`src/rtl/mcpu_console_pkg.sv`:
```
// mcpu_console_pkg: state encoding, control codes and screen geometry for the text console.
package mcpu_console_pkg;
    typedef enum logic [2:0] {S_IDLE, S_PUT, S_CLR, S_SCR_RD, S_SCR_WR, S_SCR_CLR} state_t;
    localparam logic [7:0] CC_BS = 8'h08;
    localparam logic [7:0] CC_LF = 8'h0A;
    localparam logic [7:0] CC_FF = 8'h0C;
    localparam logic [7:0] CC_CR = 8'h0D;
    localparam int COLS = 32;
    localparam int ROWS = 32;
    localparam int SCROLL_WORDS = 992;
    function automatic logic is_ctrl(input logic [7:0] c);
        return c == CC_BS || c == CC_LF || c == CC_FF || c == CC_CR;
    endfunction
endpackage

```
`src/rtl/mcpu_console_cursor.sv`:
```
// mcpu_console_cursor: cursor row/column register with advance, line feed, CR, BS, home and bottom moves.
module mcpu_console_cursor
    import mcpu_console_pkg::*;
(
    input  logic       clk,
    input  logic       reset,
    input  logic       advance,
    input  logic       lf,
    input  logic       cr,
    input  logic       bs,
    input  logic       home,
    input  logic       bottom,
    output logic [4:0] row,
    output logic [4:0] col
);
    localparam logic [4:0] LAST_COL = 5'(COLS - 1);
    localparam logic [4:0] LAST_ROW = 5'(ROWS - 1);
    // advance and lf may coincide (auto-wrap); 5-bit arithmetic wraps naturally
    always_ff @(posedge clk) begin
        if (reset || home) begin
            row <= '0;
            col <= '0;
        end else if (bottom) begin
            row <= LAST_ROW;
            col <= '0;
        end else if (bs) begin
            if (col != '0) col <= col - 5'd1;
            else if (row != '0) begin
                row <= row - 5'd1;
                col <= LAST_COL;
            end
        end else if (cr) begin
            col <= '0;
        end else begin
            if (advance) col <= col + 5'd1;
            if (lf) row <= row + 5'd1;
        end
    end
endmodule

```
`src/rtl/mcpu_console.sv`:
```
// mcpu_console: byte-stream text console writing a 32x32 VRAM page, with clear and scroll engines.
module mcpu_console
    import mcpu_console_pkg::*;
#(
    parameter logic [7:0] FILL_CHAR = 8'h20,
    parameter bit         SCROLL_EN = 1'b1
)(
    input  logic        clk,
    input  logic        reset,
    input  logic        char_valid,
    input  logic [7:0]  char_data,
    output logic        char_ready,
    input  logic [2:0]  page,
    output logic [12:0] vram_addr,
    output logic        vram_we,
    output logic [7:0]  vram_wdata,
    input  logic [7:0]  vram_rdata,
    output logic [4:0]  cur_row,
    output logic [4:0]  cur_col,
    output logic        busy
);
    localparam logic [9:0] COPY_LAST = 10'(SCROLL_WORDS - 1);
    localparam logic [9:0] FILL_BASE = 10'(SCROLL_WORDS);
    localparam logic [9:0] ROW_WORDS = 10'(COLS);
    state_t      r_state;
    logic [9:0]  r_cnt;
    logic [2:0]  r_page;
    logic        r_we;
    logic [12:0] r_addr;
    logic [7:0]  r_wdata;
    logic w_accept, w_at_bottom, w_end_of_row, w_lf_scroll, w_put_scroll, w_lf;
    assign w_accept     = r_state == S_IDLE && char_valid;
    assign w_at_bottom  = SCROLL_EN && cur_row == 5'(ROWS - 1);
    assign w_end_of_row = cur_col == 5'(COLS - 1);
    assign w_lf_scroll  = w_accept && char_data == CC_LF && w_at_bottom;
    assign w_put_scroll = r_state == S_PUT && w_end_of_row && w_at_bottom;
    // at the bottom with scrolling enabled the scroll engine repositions the cursor instead
    assign w_lf = ((w_accept && char_data == CC_LF) || (r_state == S_PUT && w_end_of_row)) && !w_at_bottom;
    mcpu_console_cursor u_cursor (
        .clk     (clk),
        .reset   (reset),
        .advance (r_state == S_PUT),
        .lf      (w_lf),
        .cr      (w_accept && char_data == CC_CR),
        .bs      (w_accept && char_data == CC_BS),
        .home    (r_state == S_CLR && r_cnt == 10'h3FF),
        .bottom  (r_state == S_SCR_CLR && r_cnt == 10'd31),
        .row     (cur_row),
        .col     (cur_col)
    );
    always_ff @(posedge clk) begin
        if (reset) begin
            r_state <= S_IDLE;
            r_cnt   <= '0;
            r_page  <= '0;
            r_we    <= 1'b0;
            r_addr  <= '0;
            r_wdata <= '0;
        end else begin
            case (r_state)
                S_IDLE: if (char_valid) begin
                    r_page <= page;
                    if (char_data == CC_FF) begin
                        r_state <= S_CLR;
                        r_cnt   <= '0;
                        r_we    <= 1'b1;
                        r_addr  <= {page, 10'd0};
                        r_wdata <= FILL_CHAR;
                    end else if (w_lf_scroll) begin
                        r_state <= S_SCR_RD;
                        r_cnt   <= '0;
                        r_addr  <= {page, ROW_WORDS};
                    end else if (!is_ctrl(char_data)) begin
                        r_state <= S_PUT;
                        r_we    <= 1'b1;
                        r_addr  <= {page, cur_row, cur_col};
                        r_wdata <= char_data;
                    end
                end
                S_PUT: begin
                    r_we <= 1'b0;
                    if (w_put_scroll) begin
                        r_state <= S_SCR_RD;
                        r_cnt   <= '0;
                        r_addr  <= {r_page, ROW_WORDS};
                    end else r_state <= S_IDLE;
                end
                S_CLR, S_SCR_CLR: begin
                    if (r_cnt == (r_state == S_CLR ? 10'h3FF : 10'd31)) begin
                        r_state <= S_IDLE;
                        r_we    <= 1'b0;
                    end else begin
                        r_cnt  <= r_cnt + 10'd1;
                        r_addr <= {r_page, r_addr[9:0] + 10'd1};
                    end
                end
                S_SCR_RD: begin
                    r_state <= S_SCR_WR;
                    r_we    <= 1'b1;
                    r_addr  <= {r_page, r_cnt};
                    r_wdata <= vram_rdata;
                end
                S_SCR_WR: begin
                    if (r_cnt == COPY_LAST) begin
                        r_state <= S_SCR_CLR;
                        r_cnt   <= '0;
                        r_addr  <= {r_page, FILL_BASE};
                        r_wdata <= FILL_CHAR;
                    end else begin
                        r_state <= S_SCR_RD;
                        r_we    <= 1'b0;
                        r_cnt   <= r_cnt + 10'd1;
                        r_addr  <= {r_page, r_cnt + ROW_WORDS + 10'd1};
                    end
                end
                default: r_state <= S_IDLE;
            endcase
        end
    end
    assign char_ready = r_state == S_IDLE;
    assign busy       = r_state != S_IDLE;
    assign vram_we    = r_we;
    assign vram_addr  = r_addr;
    assign vram_wdata = r_wdata;
endmodule

```
`config.mk`:
```
export PLATFORM = sky130hd
export DESIGN_NAME = mcpu_console
export DESIGN_NICKNAME = d
export VERILOG_FILES = /design/src/rtl/mcpu_console_pkg.sv /design/src/rtl/mcpu_console_cursor.sv /design/src/rtl/mcpu_console.sv
export SDC_FILE = /design/constraint.sdc
export NUM_CORES = 1
export LEC_CHECK = 0
export CORE_MARGIN = 5
export CORE_UTILIZATION = 30
export CTS_CLUSTER_SIZE = 20
export DETAILED_ROUTE_END_ITERATION = 10
export REMOVE_ABC_BUFFERS = 1
export SETUP_SLACK_MARGIN = 0.4
export SLEW_MARGIN = 25
export SYNTH_ARGS = -nofsm -noshare
export SYNTH_HDL_FRONTEND = slang
export SYNTH_SLANG_ARGS = --single-unit
```
`constraint.sdc`:
```
create_clock -name clk -period 7.06 [get_ports clk]
set_input_delay 1.412 -clock clk [delete_from_list [all_inputs] [get_ports clk]]
set_output_delay 1.412 -clock clk [all_outputs]
set_load 0.02 [all_outputs]
```
# After elaboration in Yosys (flattened, before gate mapping)
# Cells that the tools add are included.
# op_classes
addsub	8
n_eq_ne	29
n_mux	48
n_reduce_logical	35
# ops
cell	n
10-bit 2-to-1 mux	8
13-bit 2-to-1 mux	6
13-bit one-hot mux with 5 select lines	1
5-bit 2-to-1 mux	11
8-bit 2-to-1 mux	5
10-bit one-hot mux with 4 select lines	1
8-bit by 4-bit == test with 1-bit output, second input constant	4
10-bit by 1-bit adder with 10-bit output, second input constant	3
8-bit one-hot mux with 3 select lines	1
10-bit == test, second input constant	2
3-bit 2-to-1 mux	6
3-bit inequality test, second input constant	5
3-bit one-hot mux with 5 select lines	1
5-bit AND reduction	3
5-bit nonzero test	3
2-bit inequality test, second input constant	6
3-bit nonzero test	4
10-bit by 6-bit adder with 10-bit output, second input constant	1
5-bit by 1-bit adder with 5-bit output, second input constant	2
10-bit == test	1
10-bit by 5-bit == test with 1-bit output, second input constant	1
5-bit == test, second input constant	2
1-bit logical AND	10
5-bit by 1-bit subtractor with 5-bit output, second input constant	2
other kinds (18)	31
# word_totals
register_bits	48
elab_cells	128

# Logic depth before layout (Yosys ltp)
# logic_depth
depth_word	9
mapped_depth	11
mapped_depth_nobuf	9

# Modules after synthesis
# From an unflattened synthesis, not the netlist that was laid out.
# hier_totals
hier_cells	434
hier_area_um2	3523.4
# by_module_without_submodules
mod	instances	cells_per_inst	area_per_inst_um2
mcpu_console	1	353	2795.2
mcpu_console_cursor	1	81	728.2

# Worst setup path before layout
# OpenSTA, ideal clock, no wires.
# synth_path
path_kind	input to register
startpoint	input char_valid
endpoint	register u_cursor.row[4]
setup_time_ps	124
t_arrival_ps	3485
required_time_ps	6936
slack_ps	3451
stages	10
cell_sequence	or4b_1 > buf_2 > nor4_2 > xor2_1 > ha_1 > and3_1 > mux2i_1 > nand2_1 > a21oi_1 > a211oi_1
# synth_via
elab_chain_len	6
word_cells_on_any_way	13
cone_classes	eq/ne (3); mux (2); reduce/logical (8)
# synth_lines
item	line	rtl
start, declared	mcpu_console.sv:10	input logic char_valid,
1-bit logical AND *	mcpu_console.sv:32	assign w_accept = r_state == S_IDLE && char_valid;
1-bit logical AND	mcpu_console.sv:38	assign w_lf = ((w_accept && char_data == CC_LF) || (r_state == S_PUT && w_end_of_row)) && !w_at_bottom;
1-bit logical OR	mcpu_console.sv:38	
1-bit logical AND	mcpu_console.sv:38	
3-bit nonzero test (no line)	n/a	
4-bit AND reduction (no line)	n/a	
end signal, assigned	mcpu_console_cursor.sv:29	row <= row - 5'd1;
end signal, assigned	mcpu_console_cursor.sv:36	if (lf) row <= row + 5'd1;
end, declared	mcpu_console_cursor.sv:13	output logic [4:0] row,
# Every way passes the cells marked *; elsewhere a longest branch is shown, timed or not.
# A chain may end at the register's enable or synchronous reset.

# Worst setup path after layout
# Ends and elaborated chain as after synthesis.

==> impl_metrics.yaml <==
sta:
  final_max_slew_viol_count: 0
  finalCriticalPeriod_ns: 4.27
  rsz0062_at_grt: "false"
  report.final.setup_viol: 0
  finalCritPeriodShare_pct: 60.5
  tightest_slew_ns: 0.926
  clock_skew_ns: 0.0107
  hold_viol: 0
  tns_ns: 0
  max_freq_mhz: 234
  relSlewSlack_pct: 37.4
cts:
  clk_pin_slew_ns: 0.09
  ctsResizeCount: 0
  cts_buffers: 5
  post_cts_buffers: 0
  cts_sinks: 48
  clock_path_buffers: 2
  h-tree-depth: 2
  postCtsHoldBufs: 0
  cts_tree: "built"
  cts-root-buf: "clkbuf_8"
  clk_latency_ns: 0.31
global_route:
  grt_max_degree: 30
  grt_pass1_wl_um: 17100
  antenna_found_initial: 0
  overflow: 0
  grt_most_used_layer: "met2"
  grtUsageTotal_pct: 16.1
  use_met3_pct: 2.96
  use_met1_pct: 21.6
  met2_usage_pct: 25.6
  grt_pass1_vias: 3320
power:
  switching_power_w: 0.000541
  pwr-share-seq_pct: 34.3
  power_density_nw_per_um2: 306
  power_frac_clock_pct: 14.6
  power_frac_comb_pct: 51.1
  vdd_ir_drop_max_uv: 132
  internal_power_w: 0.000676
  p_sw_share_pct: 44.4
  cellLeakagePower_nw: 1.35
floorplan:
  ios: 56
  rows: 38
  coreArea_sq_um: 10700
  dieArea_sq_um: 13000
  start_util_pct: 30.3
  die_width_um: 114
  die_y_um: 114
critical_path:
  critPathKind: "in -> reg"
  max_stage_delay_ns: 0.73
  crit_cells: 10
  crit-reg2reg-launch: "r_state[0]"
  startpoint_type: "primary input"
  worstPathRequired_ns: 7.25
  r2r_cells: 9
  cp_max_fo: 7
  path_delay_family: "simple AND/OR/NAND/NOR gates"
  cp_slowest_cell: "nor4_2"
  cp_cell_sequence: "clkdlybuf4s50_1 > or4b_1 > nor4_2 > xor2_1 > ha_1 > and3_1 > mux2i_1 > nand2_1 > a21oi_1 > a211oi_1"
  worstSetupEndpointType: "register"
  worst-path-buf-inv: 1
  reg2reg_to: "u_cursor.row[4]"
  arrival_ns: 4.47
  ff2ff_setup_slack_ns: 3.92
cells_and_area:
  antenna_cells: 0
  final_nets: 501
  drive_gt1_share_pct: 3.38
  syn2layout_area_growth_pct: 22.3
  final_cells: 613
synthesis:
  synthSimpleGateAreaFrac_pct: 29.8
  synth.mux.area_fraction_pct: 2.15
  seq_area_frac_synth_pct: 29.5
  synth_top_family_by_area: "simple AND/OR/NAND/NOR gates"
  synth-warning-count: 0
  synth_top_area_share_pct: 29.5
  ys_ff_latch: 48
  synth-edff-count: 0
  synth_area_sq_um: 3250
  synthCells: 433
  synth-xor-area-share_pct: 4.04
  synth_area_leaders: "dfxtp_1, nand2_1, nor2_1"
  synth_fa_ha_area_share_pct: 2.69
  async_reset_ff_share_pct: 0
  synth_compound_area_share_pct: 26.5
  syn_avg_cell_area_sq_um: 7.52
  synth_top_area_cell: "dfxtp_1"
  synthFlopType: "dfxtp_1"
  ys_types: 57
placed_design:
  post-place-cells: 605
  gp_congestion: 0.870
  port_buffers: 55
  dp_hpwl_um: 7730
hold_path:
  min_from: "r_page[2]"
  hold_depth: 2
  hold_path_class: "reg -> reg"
  min_to: "r_page[2]"
flow_run:
  maxCapViolCount: 0
drt:
  first_pass_iters: 5
  drc: 0
  antenna_left: 0
  drtIter0Drc: 298
  wl_per_cell_um: 17.2
  totalWireLength_um: 10500
  routed-via-count: 3518
  viasPerCell: 5.74
run_status:
  outcome: "finished, final reports clean"
## cells in the mapped netlist (8+ instances only)
| cell type | count |
|---|---|
| xnor2_1 | 9 |
| nor2_1 | 44 |
| o21ai_0 | 23 |
| a211oi_1 | 8 |
| inv_1 | 12 |
| nor3_1 | 10 |
| a31oi_1 | 11 |
| nand2b_1 | 9 |
| nand2_1 | 50 |
| a311oi_1 | 9 |
| a21oi_1 | 25 |
| clkbuf_1 | 23 |
| dfxtp_1 | 48 |
| nand4_1 | 10 |
| nand3_1 | 21 |
## sequential cells by signal, indices dropped and copies added, names as in the netlist
register      cells
vram_wdata        8
r_cnt            10
vram_addr        13
vram_we           1
u_cursor.col      5
u_cursor.row      5
r_state           3
r_page            3
## worst max-delay path by stage
stage / start / to
floorplan: char_data[4] / r_cnt[2]
finish: char_valid / u_cursor.row[4]
global route: char_valid / u_cursor.row[4]
detailed placement: char_valid / u_cursor.row[4]
global placement: char_valid / vram_addr[10]
CTS: char_valid / u_cursor.row[4]
## layout by cell type, fill, tap and decap left out, drive strengths merged, types with 5 or more instances in the layout
master / netlist / routed
nand2: 50 / 50
o21ai: 28 / 28
nor2: 44 / 44
nand4: 10 / 10
and3: 6 / 6
a211oi: 8 / 8
or3: 5 / 5
ha: 7 / 7
nor3: 10 / 10
a311oi: 9 / 9
nand3: 21 / 21
a21oi: 25 / 25
a31oi: 11 / 11
a22oi: 7 / 7
inv: 12 / 12
xnor2: 9 / 9
clkbuf: 23 / 8
a32o: 5 / 5
nand2b: 9 / 9
clkdlybuf4s50: 0 / 55
dfxtp: 48 / 48
mux2i: 7 / 7
a211o: 6 / 6
xor2: 6 / 6
## stage by stage
stage | power (W) | util (%) | setup WS, ns | cell area, sq um | hold slack [ns]
final | 0.00122 | 37.1 | 2.79 | 3980 | 0.471
after global routing | 0.00130 | 37.1 | 2.65 | 3980 | 0.499
after CTS | 0.00122 | 37.1 | 2.78 | 3980 | 0.466
after detailed placement | 0.00104 | 36.2 | 2.47 | 3890 | 0.452
after global placement | 0.00102 | 36.1 | 2.49 | 3880 | 0.448
after floorplan | 0.000777 | - | 3.32 | 3140 | 0.431
## worst min-delay path, delay by kind of cell, from the launching register on
| family | cells | cell delay (ns) |
|---|---|---|
| AOI/OAI and AO/OA | 1 | 0.05 |
| and+or+nand+nor | 1 | 0.05 |
| DFF | 1 | 0.32 |
## kinds of logic after synthesis
kind of cell               after synthesis
and+or+nand+nor                        188
xor gates and xnor gates                15
DFF                                     48
muxes                                    7
buffers and inverters                   41
AOI/OAI and AO/OA                      127
adders and majority gates                7
## power by group through the flow
| stage | Clock [W] | Combinational, W | Sequential (W) |
|---|---|---|---|
| 2_1_floorplan | 0 | 0.000311 | 0.000466 |
| 3_3_place_gp | 0 | 0.000604 | 0.000420 |
| 3_5_place_dp | 0 | 0.000620 | 0.000422 |
| 4_1_cts | 0.000184 | 0.000622 | 0.000417 |
| 5_1_grt | 0.000193 | 0.000677 | 0.000432 |
| 6_report | 0.000177 | 0.000622 | 0.000418 |
## area by class of cell
type | count | area (sq um)
clock buffer | 8 | 90.1
inverter | 14 | 52.6
fill | 1167 | 6760
tap | 140 | 175
multi-input combinational | 344 | 2120
sequential | 48 | 961
timing repair buffer | 59 | 581
## metal layers
metal	wire (um)	part of all wire [%]
met1	4870	46
met4	192	1.8
met3	674	6.4
met2	4800	46
met5	0	0
Power figures use the tool's default switching activity.
